===== src/rtl/neopixel_pkg.sv =====
// Shared types, 12 MHz timing defaults and helpers for the NeoPixel transmitter.
package neopixel_pkg;

    typedef enum logic [1:0] {IDLE, LOAD, BITS, LATCH} state_e;

    localparam int unsigned T_BIT_DEF     = 15;
    localparam int unsigned T0H_DEF       = 4;
    localparam int unsigned T1H_DEF       = 8;
    localparam int unsigned T_RESET_DEF   = 3600;
    localparam int unsigned BYTES_PER_LED = 3;
    localparam int unsigned BITS_PER_BYTE = 8;

    // Counter width able to hold 0..n-1, never narrower than one bit.
    function automatic int unsigned cnt_w(input int unsigned n);
        return (n < 2) ? 1 : $clog2(n);
    endfunction

    // Scale a byte by (level+1)/256; level 255 passes the byte through unchanged.
    function automatic logic [7:0] scale_byte(input logic [7:0] data, input logic [7:0] level);
        logic [15:0] prod;
        prod = 16'(data) * (16'(level) + 16'd1);
        return prod[15:8];
    endfunction

endpackage


===== src/rtl/neopixel_tx_if.sv =====
// Read port between the LED frame double buffer (master) and the transmitter (slave).
interface neopixel_tx_if #(
    parameter int unsigned ADDR_WIDTH = 7
);
    logic                  i_frame_valid;
    logic [ADDR_WIDTH-1:0] o_rd_addr;
    logic [7:0]            i_rd_data;

    modport master (output i_frame_valid, output i_rd_data, input  o_rd_addr);
    modport slave  (input  i_frame_valid, input  i_rd_data, output o_rd_addr);
endinterface


===== src/rtl/neopixel_bit_timer.sv =====
// One-bit waveform generator: registered high/low level over a T_BIT slot plus end-of-slot strobe.
module neopixel_bit_timer
    import neopixel_pkg::*;
#(
    parameter int unsigned T_BIT = T_BIT_DEF,
    parameter int unsigned T0H   = T0H_DEF,
    parameter int unsigned T1H   = T1H_DEF
) (
    input  logic i_clk,
    input  logic i_rst_n,
    input  logic start_i,
    input  logic run_i,
    input  logic bit_i,
    output logic dout_o,
    output logic bit_end_o_c
);
    localparam int unsigned CW = cnt_w(T_BIT);

    logic [CW-1:0] cnt_q;
    logic [CW-1:0] cnt_d;
    logic [CW-1:0] high_c;

    assign bit_end_o_c = run_i && (cnt_q == CW'(T_BIT - 1));
    assign high_c      = bit_i ? CW'(T1H) : CW'(T0H);

    always_comb begin
        cnt_d = cnt_q + CW'(1);
        if (start_i || !run_i || bit_end_o_c) begin
            cnt_d = '0;
        end
    end

    always_ff @(posedge i_clk) begin
        if (!i_rst_n) begin
            cnt_q  <= '0;
            dout_o <= 1'b0;
        end else begin
            cnt_q  <= cnt_d;
            dout_o <= run_i && !start_i && (cnt_q < high_c);
        end
    end

endmodule


===== src/rtl/neopixel_tx.sv =====
// WS2812 frame serialiser reading bytes from the frame buffer read port.
// Optional NEOPIXEL_TX_BRIGHTNESS_EN adds a per-frame brightness scaler on i_brightness.
module neopixel_tx
    import neopixel_pkg::*;
#(
    parameter int unsigned LEDS       = 30,
    parameter int unsigned ADDR_WIDTH = $clog2(LEDS * BYTES_PER_LED),
    parameter int unsigned T_BIT      = T_BIT_DEF,
    parameter int unsigned T0H        = T0H_DEF,
    parameter int unsigned T1H        = T1H_DEF,
    parameter int unsigned T_RESET    = T_RESET_DEF
) (
    input  logic          i_clk,
    input  logic          i_rst_n,
`ifdef NEOPIXEL_TX_BRIGHTNESS_EN
    input  logic [7:0]    i_brightness,
`endif
    neopixel_tx_if.slave  bus,
    output logic          o_dout,
    output logic          o_busy,
    output logic          o_frame_done
);
    localparam int unsigned NBYTES = LEDS * BYTES_PER_LED;
    localparam int unsigned BYTE_W = cnt_w(NBYTES);
    localparam int unsigned BIT_W  = cnt_w(BITS_PER_BYTE);
    localparam int unsigned LAT_W  = cnt_w(T_RESET);

    state_e                state_q;
    logic [7:0]            shift_q;
    logic [BIT_W-1:0]      bit_q;
    logic [BYTE_W-1:0]     byte_q;
    logic [LAT_W-1:0]      lat_q;
    logic [ADDR_WIDTH-1:0] addr_q;
    logic                  pend_q;
    logic                  busy_q;
    logic                  done_q;
    logic                  bit_end_c;
    logic [7:0]            load_byte_c;

`ifdef NEOPIXEL_TX_BRIGHTNESS_EN
    logic [7:0] bright_q;
    // Byte 0 is loaded in the same cycle the level is captured, so use the live port then.
    assign load_byte_c = scale_byte(bus.i_rd_data, (state_q == LOAD) ? i_brightness : bright_q);
`else
    assign load_byte_c = bus.i_rd_data;
`endif

    neopixel_bit_timer #(
        .T_BIT (T_BIT),
        .T0H   (T0H),
        .T1H   (T1H)
    ) u_bit_timer (
        .i_clk       (i_clk),
        .i_rst_n     (i_rst_n),
        .start_i     (state_q == LOAD),
        .run_i       (state_q == BITS),
        .bit_i       (shift_q[7]),
        .dout_o      (o_dout),
        .bit_end_o_c (bit_end_c)
    );

    always_ff @(posedge i_clk) begin
        if (!i_rst_n) begin
            state_q  <= IDLE;
            shift_q  <= '0;
            bit_q    <= '0;
            byte_q   <= '0;
            lat_q    <= '0;
            addr_q   <= '0;
            pend_q   <= 1'b0;
            busy_q   <= 1'b0;
            done_q   <= 1'b0;
`ifdef NEOPIXEL_TX_BRIGHTNESS_EN
            bright_q <= '0;
`endif
        end else begin
            done_q <= 1'b0;
            if (bus.i_frame_valid && (state_q != IDLE)) begin
                pend_q <= 1'b1;
            end
            case (state_q)
                IDLE: begin
                    if (bus.i_frame_valid || pend_q) begin
                        state_q <= LOAD;
                        busy_q  <= 1'b1;
                        pend_q  <= 1'b0;
                    end
                end
                LOAD: begin
                    shift_q  <= load_byte_c;
                    bit_q    <= '0;
                    byte_q   <= '0;
                    addr_q   <= '0;
`ifdef NEOPIXEL_TX_BRIGHTNESS_EN
                    bright_q <= i_brightness;
`endif
                    state_q  <= BITS;
                end
                BITS: begin
                    if (bit_end_c) begin
                        if (bit_q == BIT_W'(BITS_PER_BYTE - 1)) begin
                            bit_q <= '0;
                            if (byte_q == BYTE_W'(NBYTES - 1)) begin
                                state_q <= LATCH;
                                addr_q  <= '0;
                                lat_q   <= '0;
                            end else begin
                                shift_q <= load_byte_c;
                                byte_q  <= byte_q + BYTE_W'(1);
                            end
                        end else begin
                            shift_q <= {shift_q[6:0], 1'b0};
                            bit_q   <= bit_q + BIT_W'(1);
                            // Present the next byte's address for the whole of bit 7.
                            if ((bit_q == BIT_W'(BITS_PER_BYTE - 2)) &&
                                (byte_q != BYTE_W'(NBYTES - 1))) begin
                                addr_q <= ADDR_WIDTH'(byte_q) + ADDR_WIDTH'(1);
                            end
                        end
                    end
                end
                LATCH: begin
                    if (lat_q == LAT_W'(T_RESET - 1)) begin
                        done_q  <= 1'b1;
                        busy_q  <= 1'b0;
                        state_q <= IDLE;
                    end else begin
                        lat_q <= lat_q + LAT_W'(1);
                    end
                end
                default: state_q <= IDLE;
            endcase
        end
    end

    assign bus.o_rd_addr = addr_q;
    assign o_busy        = busy_q;
    assign o_frame_done  = done_q;

endmodule

===== src/flat_wrapper.sv =====
// flat-port wrapper written by rule: the top's interface ports become plain ports
module neopixel_tx_flat import neopixel_pkg::*;
#(
    parameter int unsigned LEDS       = 30,
    parameter int unsigned ADDR_WIDTH = $clog2(LEDS * BYTES_PER_LED),
    parameter int unsigned T_BIT      = T_BIT_DEF,
    parameter int unsigned T0H        = T0H_DEF,
    parameter int unsigned T1H        = T1H_DEF,
    parameter int unsigned T_RESET    = T_RESET_DEF
)
  (i_clk, i_rst_n, o_dout, o_busy, o_frame_done, bus_i_frame_valid, bus_i_rd_data, bus_o_rd_addr);
  neopixel_tx_if #(.ADDR_WIDTH(ADDR_WIDTH)) bus_i ();
  input  logic i_clk;
  input  logic i_rst_n;
  output logic o_dout;
  output logic o_busy;
  output logic o_frame_done;
  input wire logic [$bits(bus_i.i_frame_valid)-1:0] bus_i_frame_valid;
  input wire logic [$bits(bus_i.i_rd_data)-1:0] bus_i_rd_data;
  output wire logic [$bits(bus_i.o_rd_addr)-1:0] bus_o_rd_addr;
  assign bus_i.i_frame_valid = bus_i_frame_valid;
  assign bus_i.i_rd_data = bus_i_rd_data;
  assign bus_o_rd_addr = bus_i.o_rd_addr;
  neopixel_tx #(.LEDS(LEDS), .ADDR_WIDTH(ADDR_WIDTH), .T_BIT(T_BIT), .T0H(T0H), .T1H(T1H), .T_RESET(T_RESET)) u_core (.i_clk(i_clk), .i_rst_n(i_rst_n), .bus(bus_i), .o_dout(o_dout), .o_busy(o_busy), .o_frame_done(o_frame_done));
endmodule

===== config.mk =====
export PLATFORM = sky130hd
export DESIGN_NAME = neopixel_tx_flat
export DESIGN_NICKNAME = d
export VERILOG_FILES = /design/src/rtl/neopixel_pkg.sv /design/src/rtl/neopixel_tx_if.sv /design/src/rtl/neopixel_bit_timer.sv /design/src/rtl/neopixel_tx.sv /design/src/flat_wrapper.sv
export SDC_FILE = /design/constraint.sdc
export NUM_CORES = 1
export LEC_CHECK = 0
export CAP_MARGIN = 20
export CORE_MARGIN = 2
export CORE_UTILIZATION = 50
export DETAILED_ROUTE_END_ITERATION = 10
export PLACE_DENSITY_LB_ADDON = 0.15
export SETUP_SLACK_MARGIN = 0.05
export SLEW_MARGIN = 10
export SYNTH_ARGS = -nofsm -noshare
export SYNTH_HDL_FRONTEND = slang
export SYNTH_SLANG_ARGS = --single-unit

===== constraint.sdc =====
create_clock -name i_clk -period 1.7 [get_ports i_clk]
set_input_delay 0.34 -clock i_clk [delete_from_list [all_inputs] [get_ports i_clk]]
set_output_delay 0.34 -clock i_clk [all_outputs]
set_load 0.01 [all_outputs]

# [Yosys cells after proc, flatten, opt, wreduce, memory -nomap -nowiden]
# Index checks and enable logic that the tools add are counted.
[op_classes] add_sub_neg=4 magnitude_cmp=1 n_eq_ne=19 muxes=35 bitwise_logic=1 n_reduce_logical=24
[op_table] op="7-bit two-way mux" n=7
[op_table] op="12-bit two-way mux" n=4
[op_table] op="7-bit one-hot mux with 2 select lines" n=2
[op_table] op="8-bit two-way mux" n=3
[op_table] op="12-bit one-hot mux with 2 select lines" n=1
[op_table] op="8-bit one-hot mux with 2 select lines" n=1
[op_table] op="12-bit by 1-bit adder with 12-bit output (second input constant)" n=1
[op_table] op="12-bit == test (second input constant)" n=1
[op_table] op="2-bit two-way mux" n=5
[op_table] op="2-bit by 1-bit != test with 1-bit output (second input constant)" n=5
[op_table] op="5-bit AND reduction" n=2
[op_table] op="2-bit one-hot mux with 4 select lines" n=1
[op_table] op="4-bit AND reduction" n=2
[op_table] op="2-bit nonzero test" n=4
[op_table] op="7-bit by 1-bit adder with 7-bit output (second input constant)" n=1
[op_table] op="7-bit == test (second input constant)" n=1
[op_table] op="7-bit != test (second input constant)" n=1
[op_table] op="3-bit == test (second input constant)" n=2
[op_table] op="1-bit two-way mux" n=6
[op_table] op="3-bit two-way mux" n=2
[op_table] op="3-bit != test (second input constant)" n=2
[op_table] op="3-bit one-hot mux with 2 select lines" n=1
[op_table] op="3-bit AND reduction" n=2
[op_table] op="1-bit logical AND" n=5
[op_table] op="other kinds (16)" n=22
[word_totals] reg_bits=47 output_inout_bits=10

# [Depth between registers and ports, before layout]
[depth] ltp_word=6 depth_mapped=7 mapped_depth_nobuf=6

# [Hierarchy]
# Synthesis repeated with hierarchy kept, for this count alone.
[hier_totals] cells_unflattened=284 hier_area_um2=2472.4
[modules_own_cells] mod="neopixel_tx" n_inst=1 cells_per_inst=260 area_per_inst_um2=2244.7
[modules_own_cells] mod="neopixel_bit_timer" n_inst=1 cells_per_inst=24 area_per_inst_um2=227.7

# [Least setup slack after synthesis]
# Ideal clock, no wire load.
[synth_path] path_kind="reg-to-reg" from="register u_core.state_q[1]" to="register u_core.addr_q[5], in the netlist u_core.bus.o_rd_addr[5]" t_arrival_ns=1.727 t_required_ns=1.599 path_slack_ns=-0.128 stages_incl_launch_ff=6 n_path_buf=0 synth_period_minus_slack_ns=1.828 path_cell_list="dfxtp_1 > inv_1 > ha_1 > a21boi_1 > nand3_1 > o41ai_1"
[synth_via] elab_chain_len=4 word_cells_on_any_way=9
[synth_rtl] element="start, declared" line="neopixel_tx.sv:28" text="state_e state_q;"
[synth_rtl] element="start signal, assigned" line="neopixel_tx.sv:64" text="state_q <= IDLE;"
[synth_rtl] element="start signal, assigned" line="neopixel_tx.sv:84" text="state_q <= LOAD;"
[synth_rtl] element="start signal, assigned" line="neopixel_tx.sv:97" text="state_q <= BITS;"
[synth_rtl] element="2-bit == test" line="neopixel_tx.sv:56, neopixel_tx.sv:81"
[synth_rtl] element="1-bit logical AND" line="neopixel_bit_timer.sv:23" text="assign bit_end_o_c = run_i && (cnt_q == CW'(T_BIT - 1));"
[synth_rtl] element="2-bit by 1-bit != test with 1-bit output (no line)"
[synth_rtl] element="4-bit AND reduction (no line)"
[synth_rtl] element="end signal, assigned" line="neopixel_tx.sv:117" text="addr_q <= ADDR_WIDTH'(byte_q) + ADDR_WIDTH'(1);"
[synth_rtl] element="end, declared" line="neopixel_tx.sv:33" text="logic [ADDR_WIDTH-1:0] addr_q;"
# Parallel ways exist; a longest one is shown, timed or not.
# A chain may end at the register's enable or synchronous reset.

# [Final worst setup path]
[layout_path] from="register u_core.lat_q[4]" to="register u_core.state_q[0]"
[layout_via] elab_chain_len=3
[layout_rtl] element="start, declared" line="neopixel_tx.sv:32" text="logic [LAT_W-1:0] lat_q;"
[layout_rtl] element="start signal, assigned" line="neopixel_tx.sv:128" text="lat_q <= lat_q + LAT_W'(1);"
[layout_rtl] element="12-bit == test" line="neopixel_tx.sv:123" text="if (lat_q == LAT_W'(T_RESET - 1)) begin"
[layout_rtl] element="2-bit by 1-bit != test with 1-bit output (no line)"
[layout_rtl] element="5-bit AND reduction (no line)"
[layout_rtl] element="end signal, assigned" line="neopixel_tx.sv:104" text="state_q <= LATCH;"
[layout_rtl] element="end signal, assigned" line="neopixel_tx.sv:126" text="state_q <= IDLE;"
[layout_rtl] element="end signal, assigned" line="neopixel_tx.sv:131" text="default: state_q <= IDLE;"
# Every way passes these cells.

==> results.yml <==
setup_path:
  cp.arrival_ns: 2.02
  criticalPathCategory: "flop to flop"
  cp_slowest_stage_delay_ns: 0.54
  cp.depth: 4
  rr_worst_depth: 4
  critPathMaxFanout: 4
  crit_required_ns: 1.91
  crit_buf_inv: 0
  crit_chain: "or4b_4 > or3_4 > a211o_2 > o211a_1"
  crit_slowest_cell: "or4b_4"
  cp-start-kind: "flop"
  critPathTopFamily: "simple AND/OR/NAND/NOR gates"
  endpoint_kind: "flop"
timing:
  tightest_slew_ns: 0.3422
  hold_viol_final: 0
  finalMaxSlewViolations: 0
  fin_ws_ns: -0.1125
  clock.fmax_mhz: 551.7
  grt_setup_unrepaired: "yes"
  whs_ns: 0.4604
  period_share: 1.066
  final-setup-viol-count: 15
  max_slew_margin: 0.7703
  period_minus_slack_ns: 1.813
  fin_worst_skew_ns: 0.004994
cts:
  clkTransAtPathRegs_ns: 0.09
  cts.sinks: 47
  cts-root-buf: "clkbuf_8"
  numCtsBuffers: 5
  clk_path_buf_depth: 2
  clkLatencyLatePin_ns: 0.31
  cts_tree: "yes"
  htree_levels: 2
  hold_buffers: 0
drt:
  route.vias.total: 2664
  ant_nets: 0
  via_per_inst: 5.704
  wirelength_um: 7194
  wl_per_cell_um: 15.40
  first_pass_iters: 4
  drc: 0
  drtIter0Drc: 213
flow_run:
  cap_viol_max_count: 0
synthesis:
  yosys.cell_types.count: 54
  synth-edff-count: 0
  syn_inst: 310
  synth_area_um2: 2621
  syn_nets: 333
  synthFlopType: "dfxtp_1"
  synth-seq-cells: 47
  seq_area_frac_synth: 0.3589
  syn_area_per_cell_um2: 8.456
  synthArstFlopShare: 0
  ys_warn_count: 0
final_layout:
  layout-drive-gt1-share: 0.3804
  n_fill_cell: 370
  seqCellArea_um2: 950.9
  multi_input_area_um2: 1823
  areaGrowthSynthToFinish_pct: 49.83
  diodes: 0
  fin_nets: 420
  final_area_um2: 3928
global_route:
  grt_use_total: 0.2383
  grt_util_met3: 0.03199
  grt_max_degree: 20
  grt_pass1_wl_um: 11470
  grt-busiest-layer: "met2"
  grt_pass1_vias: 2437
  grt_use_met2: 0.3912
  grt_antenna_before_repair: 0
  overflow: 0
  grt.met1_usage: 0.3252
floorplan:
  core_um2: 5075
  row_count: 26
  die-area_um2: 5838
  start_util: 0.5165
  fp.dieH_um: 76.41
  floorplan.die.width_um: 76.41
  io_pins: 21
place:
  port_buffers: 20
  place.gp.congestion: 0.8253
  dp_hpwl_um: 4771
  dpl-instance-area_um2: 3383
run_status:
  violations: "negative setup slack"
  outcome: "finished with violations"
hold_path:
  hold_path_class: "flop to flop"
  hold_path_depth: 2
power_and_ir_drop:
  power.leakage_nw: 1.423
  power_density_nw_per_um2: 1140
  ir_drop_v: 0.001066
==> what timing repair did <==
action	CTS	global route
setup endpoints to repair	34	39
gates cloned	1	1
gates resized for setup	46	28
pin swaps	10	15
setup buffers	3	6
==> synthesized netlist by cell type, drive strengths merged, types with 2 or more instances <==
library cell | number | area share
dfxtp | 47 | 0.36
nand2 | 35 | 0.050
o211ai | 23 | 0.066
inv | 22 | 0.032
nand3 | 20 | 0.038
a21oi | 18 | 0.034
clkbuf | 18 | 0.026
mux2i | 15 | 0.057
ha | 12 | 0.057
o21ai | 8 | 0.015
a311oi | 7 | 0.023
nor2 | 7 | 0.010
nand4 | 6 | 0.014
or3 | 6 | 0.016
and2 | 5 | 0.012
a211oi | 4 | 0.011
and3 | 4 | 0.010
buf | 4 | 0.0067
o22ai | 4 | 0.0095
xnor2 | 4 | 0.013
a2111oi | 3 | 0.010
a31o | 3 | 0.010
o2111ai | 3 | 0.010
xor2 | 3 | 0.010
a211o | 2 | 0.0072
nand2b | 2 | 0.0048
nor2b | 2 | 0.0048
nor4 | 2 | 0.0048
o211a | 2 | 0.0076
o41ai | 2 | 0.0067
==> registers in the layout, indices dropped and copies added (netlist names), 2 cells and up <==
signal / count
u_core.state_q: 2
u_core.bus.o_rd_addr: 7
u_core.u_bit_timer.cnt_q: 4
u_core.shift_q: 8
u_core.lat_q: 12
u_core.bit_q: 3
u_core.byte_q: 7
==> final timing paths <==
path | startpoint | endpoint | slack (ns)
min | u_core.bus.o_rd_addr[2]$_SDFFE_PN0P_ | u_core.bus.o_rd_addr[2]$_SDFFE_PN0P_ | 0.46
min reg2reg | u_core.bus.o_rd_addr[2]$_SDFFE_PN0P_ | u_core.bus.o_rd_addr[2]$_SDFFE_PN0P_ | 0.46
max | u_core.lat_q[4]$_SDFFE_PN0P_ | u_core.state_q[0]$_SDFFE_PN0P_ | -0.11
max reg2reg | u_core.lat_q[4]$_SDFFE_PN0P_ | u_core.state_q[0]$_SDFFE_PN0P_ | -0.11
==> cell type report <==
type                       instances  share of cell area
clock buffer                       5             0.01752
clock inverter                     2            0.009557
inverter                          22             0.02103
multi-input combinational        219              0.4642
sequential                        47              0.2421
tap                               70             0.02230
timing repair buffer             102              0.2233
==> power breakdown <==
| part | internal (mW) | switching (mW) | total [mW] | leakage (nW) |
|---|---|---|---|---|
| clock | 0.430 | 0.395 | 0.825 | 0.0502 |
| sequential | 1.26 | 0.0895 | 1.34 | 0.385 |
| combinational | 1.21 | 1.10 | 2.31 | 0.988 |
| total | 2.89 | 1.59 | 4.48 | 1.42 |
==> stage by stage <==
step	total power, mW	TNS, ns	cells	setup WS [ns]	utilization
2_1_floorplan	2.288	-0.9887	310	-0.08907	-
3_3_place_gp	3.032	-0.4089	449	-0.08841	0.6667
3_5_place_dp	3.062	-0.9165	449	-0.1274	0.6667
4_1_cts	4.063	-0.3649	460	-0.09581	0.7409
5_1_grt	4.725	-1.826	467	-0.1552	0.7739
6_report	4.479	-0.5754	467	-0.1125	0.7739
==> worst min-delay path: cells and delay by family, from the launching register on <==
kind,cells,cell delay [ns]
DFF,1,0.32
and+or+nand+nor,1,0.05
muxes,1,0.05
==> logic make-up after synthesis <==
group,share of synthesized area
AO/OA/AOI/OAI,0.2401
AND/OR/NAND/NOR,0.1986
buffers and inverters,0.06444
multiplexers,0.05728
adder cells (fa/ha/maj),0.05728
flip-flops,0.3589
XOR/XNOR,0.02339
==> cell usage in the layout (no fill, tap or decap), drive strengths merged, types with 4 or more instances in the layout <==
cell type	n
a311oi	7
clkbuf	5
or3	6
o22ai	4
inv	22
xnor2	4
a21oi	18
buf	82
nand4	6
o21ai	8
nor2	7
nand2	35
dfxtp	47
o211ai	23
clkdlybuf4s50	20
ha	12
and3	4
nand3	20
mux2i	15
a211oi	4
and2	5
==> metal layers <==
| layer | share of wire | up-vias |
|---|---|---|
| met3 | 0.039 | 9 |
| met5 | 0 | - |
| met4 | 0.013 | 0 |
| met2 | 0.50 | 59 |
| li1 | - | 1319 |
| met1 | 0.45 | 1277 |
Power figures use the tool's default switching activity.
==> edit 1, RTL diff (same settings) <==
Encoding of `state_e`: now one-hot (4 bits for 4 states).
--- a/src/rtl/neopixel_pkg.sv
+++ b/src/rtl/neopixel_pkg.sv
@@ -1,7 +1,7 @@
 // Shared types, 12 MHz timing defaults and helpers for the NeoPixel transmitter.
 package neopixel_pkg;
 
-    typedef enum logic [1:0] {IDLE, LOAD, BITS, LATCH} state_e;
+    typedef enum logic [3:0] {IDLE = 4'b0001, LOAD = 4'b0010, BITS = 4'b0100, LATCH = 4'b1000} state_e;
 
     localparam int unsigned T_BIT_DEF     = 15;
     localparam int unsigned T0H_DEF       = 4;
Function: same outputs for any inputs over 10 cycles, from zero or initial values and one cycle with i_rst_n low; not proved beyond that.
==> edit 1 against the unedited design <==
The flow still finishes with violations (negative setup slack); clock skew grew 8.1 ps; first-iteration DRC count shrank 7.5%; core utilization fell by 0.32 points; die area is 11% lower; cell area shrank 13%; wire length is 16% lower; sequential cell count rose by 2; critical path type unchanged; area after synthesis down 12%; setup slack worse by 34 ps.
Power is not compared: it rests on default switching activity, and its combinational part moved more than twofold at a synthesized area within 25%.
==> edit 1: results (changes against the unedited design) <==
RUN_STATUS='complete, but fails checks'  # unchanged
VIOLATIONS='negative setup slack'  # unchanged
SEQ_AREA_FRAC_SYNTH_PCT=42.47  # was 35.89%
NUMPORTBUFFERS=20  # unchanged
POST_ROUTE_CELLS_DRIVE_ABOVE_1_SHARE_PCT=37.35  # was 38.04%
NUM_ANTENNA_CELLS=0  # unchanged
PLACE_WORST_SETUP_SLACK_PS=-121.1  # was -127.4 ps
SYNTH_ASYNC_SR_FLOP_SHARE_PCT=0  # unchanged
WORSTHOLDPATHTYPE='reg2reg'  # unchanged
SYNTHTOPCELLSBYAREA='dfxtp_1 42%, nand2_1 7.0%, ha_1 4.9%'  # was dfxtp_1 36%, o211ai_1 6.6%, ha_1 5.7%
GLOBAL_ROUTE.USAGE.TOTAL_PCT=23.49  # was 23.83%
POWER.SWITCHING_uW=645.0
SYNTH.TOP_CELLS.BY_COUNT='49 x dfxtp_1, 43 x nand2_1, 24 x nor2_1'  # was 47 x dfxtp_1, 35 x nand2_1, 23 x o211ai_1
CRIT_FANOUT=7  # was 4
SYNTH_FF_TYPE='dfxtp_1'  # unchanged
GRT_ANTENNA_BEFORE_REPAIR=0  # unchanged
CTSROOTBUFFERMASTER='clkbuf_8'  # unchanged
BIGGESTREGSBYFLOPS='u_core.lat_q (12), u_core.shift_q (8)'  # unchanged
CTS.HTREE.LEVELS=2  # unchanged
SYNTH_WARNINGS=0  # unchanged
POWER.STATIC_LEAKAGE_nW=1.280
POSTLAYOUTSETUPSLACKWORST_PS=-146.9  # was -112.5 ps
NUMCTSBUFFERS=5  # unchanged
DPL-INSTANCE-AREA_UM2=2889  # was 3383 µm²
GP_CONGESTION=0.8748  # was 0.8253
DRT-PASS1-ITER-COUNT=5  # was 4
DETAIL_ROUTE.WL_PER_CELL_UM=15.45  # was 15.40 µm
FIRST_ITER_VIOLATIONS=197  # was 213
CLK_PIN_SLEW_WORST_PATHS_PS=100
FIRST_GLOBAL_VIAS=2118  # was 2437
SYNTH.NET_COUNT=286  # was 333
POWER_FRAC_CLOCK_PCT=37.3
WORSTPATHARRIVAL_PS=2050  # was 2020 ps
SKEW_PS=13.12  # was 4.994 ps
NNETSFINAL=359  # was 420
REPORT.FINAL.SETUP_VIOL=17  # was 15
IRDROPWORSTVDD_uV=857.5
SYNTH_CELL_TYPES=51  # was 54
FIN_TNS_SETUP_PS=-787.9  # was -575.4 ps
HPWLAFTERDP_MM=3.742  # was 4.771 mm
RELSLEWSLACK_PCT=72.85  # was 77.03%
LARGEST_NET_DEGREE_AT_THE_START_OF_GLOBAL_ROUTING=16  # was 20
VIA_COUNT=2268  # was 2664
GRT_PASS1_WL_MM=9.604  # was 11.47 mm
GRT-OVFL-TOTAL=0  # unchanged
CTS_MAX_PATH_BUFFERS=2  # unchanged
CLK-INSERTION-DELAY-LATE_PS=320
PWR.GROUP.SEQUENTIAL_mW=1.23
edit 1: cell count changes after synthesis, sizes merged, moves of 4 or more:
cell    before  now
nor2         7   25
a211oi       4    0
nor3         1    7
inv         22    6
o211ai      23    3
nand2       35   43
mux2i       15    0
a21oi       18    9
o31ai        1    6
or3          6    1
o21a         0    4
clkbuf      18    6
edit 1: cell families (layout without fill, tap and decap cells):
family | after synthesis | count (layout) | synth area share, %
compound gates | 58 | 59 | 18.85
xor+xnor | 10 | 10 | 3.792
fa+ha+maj | 9 | 9 | 4.875
buf+inv | 17 | 89 | 3.466
flops | 49 | 49 | 42.47
mux | 1 | 1 | 0.4875
simple gates | 122 | 123 | 26.06
edit 1: layout make-up:
| class | count | area, µm² |
|---|---|---|
| multi-input combinational | 202 | 1531 |
| inverter | 7 | 28.78 |
| tap | 52 | 65.06 |
| clock inverter | 3 | 65.06 |
| sequential | 49 | 987.2 |
| timing repair buffer | 74 | 655.6 |
| clock buffer | 5 | 68.82 |
| fill | 296 | 1012 |
edit 1: final timing paths:
kind	startpoint	endpoint	slack, ps	cells after the start
min reg2reg	u_core.bus.o_rd_addr[4]$_SDFFE_PN0P_	u_core.bus.o_rd_addr[4]$_SDFFE_PN0P_	480	2
max reg2reg	u_core.state_q[3]$_SDFFE_PN0P_	u_core.bus.o_rd_addr[1]$_SDFFE_PN0P_	-150	4
min	u_core.bus.o_rd_addr[4]$_SDFFE_PN0P_	u_core.bus.o_rd_addr[4]$_SDFFE_PN0P_	480	2
max	u_core.state_q[3]$_SDFFE_PN0P_	u_core.bus.o_rd_addr[1]$_SDFFE_PN0P_	-150	4
edit 1: layer usage:
layer  vias up  routed length [µm]  GRT usage, %
met5         -                   0             0
met4         0                 121         8.176
met3        15                 185         4.583
met2        41                3100         40.64
met1      1100                2647         29.26
li1       1112                   -             -
edit 1: stage by stage:
stage | hold WS, ps | utilization [%] | power [mW] | instances
2_1_floorplan | 430.0 | - | 1.432 | 266
3_3_place_gp | 459.9 | 65.45 | 1.573 | 372
3_5_place_dp | 465.7 | 65.45 | 1.581 | 372
4_1_cts | 476.3 | 73.24 | 2.605 | 388
5_1_grt | 512.9 | 77.07 | 2.756 | 392
6_report | 482.1 | 77.07 | 2.661 | 392
edit 1: what timing repair did:
| item | CTS | global route |
|---|---|---|
| cloned | 2 | 0 |
| pin swaps | 10 | 18 |
| setup endpoints to repair | 39 | 41 |
| gates resized for setup | 39 | 36 |
| setup buffers | 6 | 4 |
edit 1: worst max-delay path, stage by stage (launching register included):
cell	delay, ps
dfxtp_2	330
or4b_4	560
o21a_4	260
a211o_4	320
o41ai_2	260
==> edit 2, RTL diff (same settings) <==
Without the edit above. `LEDS` is set to 30 in 2 places; all go to 60.
--- a/src/rtl/neopixel_tx.sv
+++ b/src/rtl/neopixel_tx.sv
@@ -3,7 +3,7 @@
 module neopixel_tx
     import neopixel_pkg::*;
 #(
-    parameter int unsigned LEDS       = 30,
+    parameter int unsigned LEDS       = 60,
     parameter int unsigned ADDR_WIDTH = $clog2(LEDS * BYTES_PER_LED),
     parameter int unsigned T_BIT      = T_BIT_DEF,
     parameter int unsigned T0H        = T0H_DEF,
--- a/src/flat_wrapper.sv
+++ b/src/flat_wrapper.sv
@@ -1,7 +1,7 @@
 // flat-port wrapper written by rule: the top's interface ports become plain ports
 module neopixel_tx_flat import neopixel_pkg::*;
 #(
-    parameter int unsigned LEDS       = 30,
+    parameter int unsigned LEDS       = 60,
     parameter int unsigned ADDR_WIDTH = $clog2(LEDS * BYTES_PER_LED),
     parameter int unsigned T_BIT      = T_BIT_DEF,
     parameter int unsigned T0H        = T0H_DEF,
Ports: changed (resized bus_o_rd_addr); port bits go from 21 to 22. The function was not compared with the original's and may differ.
==> edit 2 against the unedited design <==
The flow still finishes with violations (negative setup slack); area after synthesis rose by 2.0%; wire length rose by 65%; critical endpoint is now u_core.lat_q[0]$_SDFFE_PN0P_; sequential power rose by 7%; synthesized cell count rose by 0.32%; largest power group unchanged; sequential cell count rose by 2; total power rose by 24%; cell area rose by 16%; worst hold slack improved by 24 ps; count of clock-buffer cells in the layout rose by 1; largest cell class unchanged; setup slack got worse by 130 ps.
==> edit 2: results (changes against the unedited design) <==
RUN_STATUS='complete, but fails checks'  # unchanged
SEQ_AREA_FRAC_SYNTH_PCT=36.70  # was 35.89%
DPL-INSTANCE-AREA_UM2=3508  # was 3383 µm²
SYNTHTOPCELLSBYAREA='dfxtp_1 37%, ha_1 5.1%, nand2_1 4.4%'  # was dfxtp_1 36%, o211ai_1 6.6%, ha_1 5.7%
STARTPOINT='u_core.bit_q[1]$_SDFFE_PN0P_'  # was u_core.lat_q[4]$_SDFFE_PN0P_
SKEW_PS=9.727  # was 4.994 ps
VIOLATIONS='negative setup slack'  # unchanged
GRT_PASS1_WL_MM=13.86  # was 11.47 mm
CRIT_FANOUT=10  # was 4
CRITICAL_PATH.MAX_STAGE_DELAY_PS=350  # was 540 ps
STDCELL_COUNT=490  # was 467
IRDROPWORSTVDD_uV=916.4  # was 1066 µV
VIA_COUNT=3275  # was 2664
REPORT.FINAL.SETUP_VIOL=35  # was 15
SYNTH_CELLS=311  # was 310
GLOBAL_ROUTE.USAGE.TOTAL_PCT=29.05  # was 23.83%
HOLD_PATH.STARTPOINT='u_core.shift_q[0]$_SDFFE_PN0P_'  # was u_core.bus.o_rd_addr[2]$_SDFFE_PN0P_
MEASURED_SLEW_AT_THE_WORST_SLEW_CHECK_PIN_PS=623.1  # was 342.2 ps
SYNTH.TOP_CELLS.BY_COUNT='49 x dfxtp_1, 31 x nand2_1, 23 x a21oi_1'  # was 47 x dfxtp_1, 35 x nand2_1, 23 x o211ai_1
PLACE_INST=459  # was 449
TIMING.CRITICAL_PATH.REQUIRED_PS=1960  # was 1910 ps
LARGEST_NET_DEGREE_AT_THE_START_OF_GLOBAL_ROUTING=22  # was 20
HOLD_PATH_END='u_core.shift_q[1]$_SDFFE_PN0P_'  # was u_core.bus.o_rd_addr[2]$_SDFFE_PN0P_
HOLD-WORST-SLACK_PS=484.5  # was 460.4 ps
SYNTH_CELL_TYPES=55  # was 54
R2R.WORST_PATH.CELLS=8  # was 4
PLACE_WORST_SETUP_SLACK_PS=-220.2  # was -127.4 ps
FINAL.FILL_COUNT=245  # was 370
POWER.STATIC_LEAKAGE_nW=1.671  # was 1.423 nW
POSTLAYOUTSETUPSLACKWORST_PS=-239.9  # was -112.5 ps
==> edit 2: metrics by stage <==
step	power [mW]	util, %	setup TNS (ps)
after floorplan	2.353	-	-408.3
after global placement	2.899	68.26	-2998
after detailed placement	2.948	68.26	-4551
after CTS	4.537	78.87	-410.7
after global routing	5.719	88.90	-5484
final	5.561	88.90	-3907
==> edit 2: cell type report <==
class | count | share of cell area, %
Inverter | 21 | 1.780
Multi-Input combinational cell | 222 | 46.96
Clock buffer | 6 | 1.807
Timing Repair Buffer | 120 | 24.70
Sequential cell | 49 | 22.02
Tap cell | 70 | 1.917
Clock inverter | 2 | 0.8215
==> edit 2: layer usage <==
layer,global-route usage [%],part of all wire [%],up-vias
met1,35.63,38,1582
li1,-,-,1390
met2,47.81,48,228
met3,6.000,7.6,75
met4,15.54,6.7,0
met5,0,0,-
==> edit 2: cells by family after synthesis <==
logic type,after synthesis,synth area share [%]
AOI/OAI and AO/OA,100,26.45
xor gates and xnor gates,3,0.9833
adders and majority gates,11,5.150
buffers and inverters,40,6.741
DFF,49,36.70
muxes,4,1.498
and+or+nand+nor,104,22.47
==> edit 2: timing repair <==
item,in CTS,in global routing
setup endpoints to repair,41,42
endpoints found under the hold margin,0,0
pin swaps,22,42
buffers inserted,7,12
gates resized for setup,74,72
cloned,2,3
==> edit 2: worst max-delay path, delay by kind of cell (launching register included) <==
family	cells	cell delay [ps]
AO/OA/AOI/OAI	3	660
buffers and inverters	2	330
adder cells (fa/ha/maj)	2	340
flip-flops	1	350
AND/OR/NAND/NOR	1	190
==> edit 2: power breakdown <==
group	switching (mW)	total, mW	leakage, nW	internal (mW)
logic	1.60	3.20	1.21	1.60
registers	0.148	1.44	0.405	1.29
clock network	0.444	0.923	0.0574	0.479
total	2.19	5.56	1.67	3.37
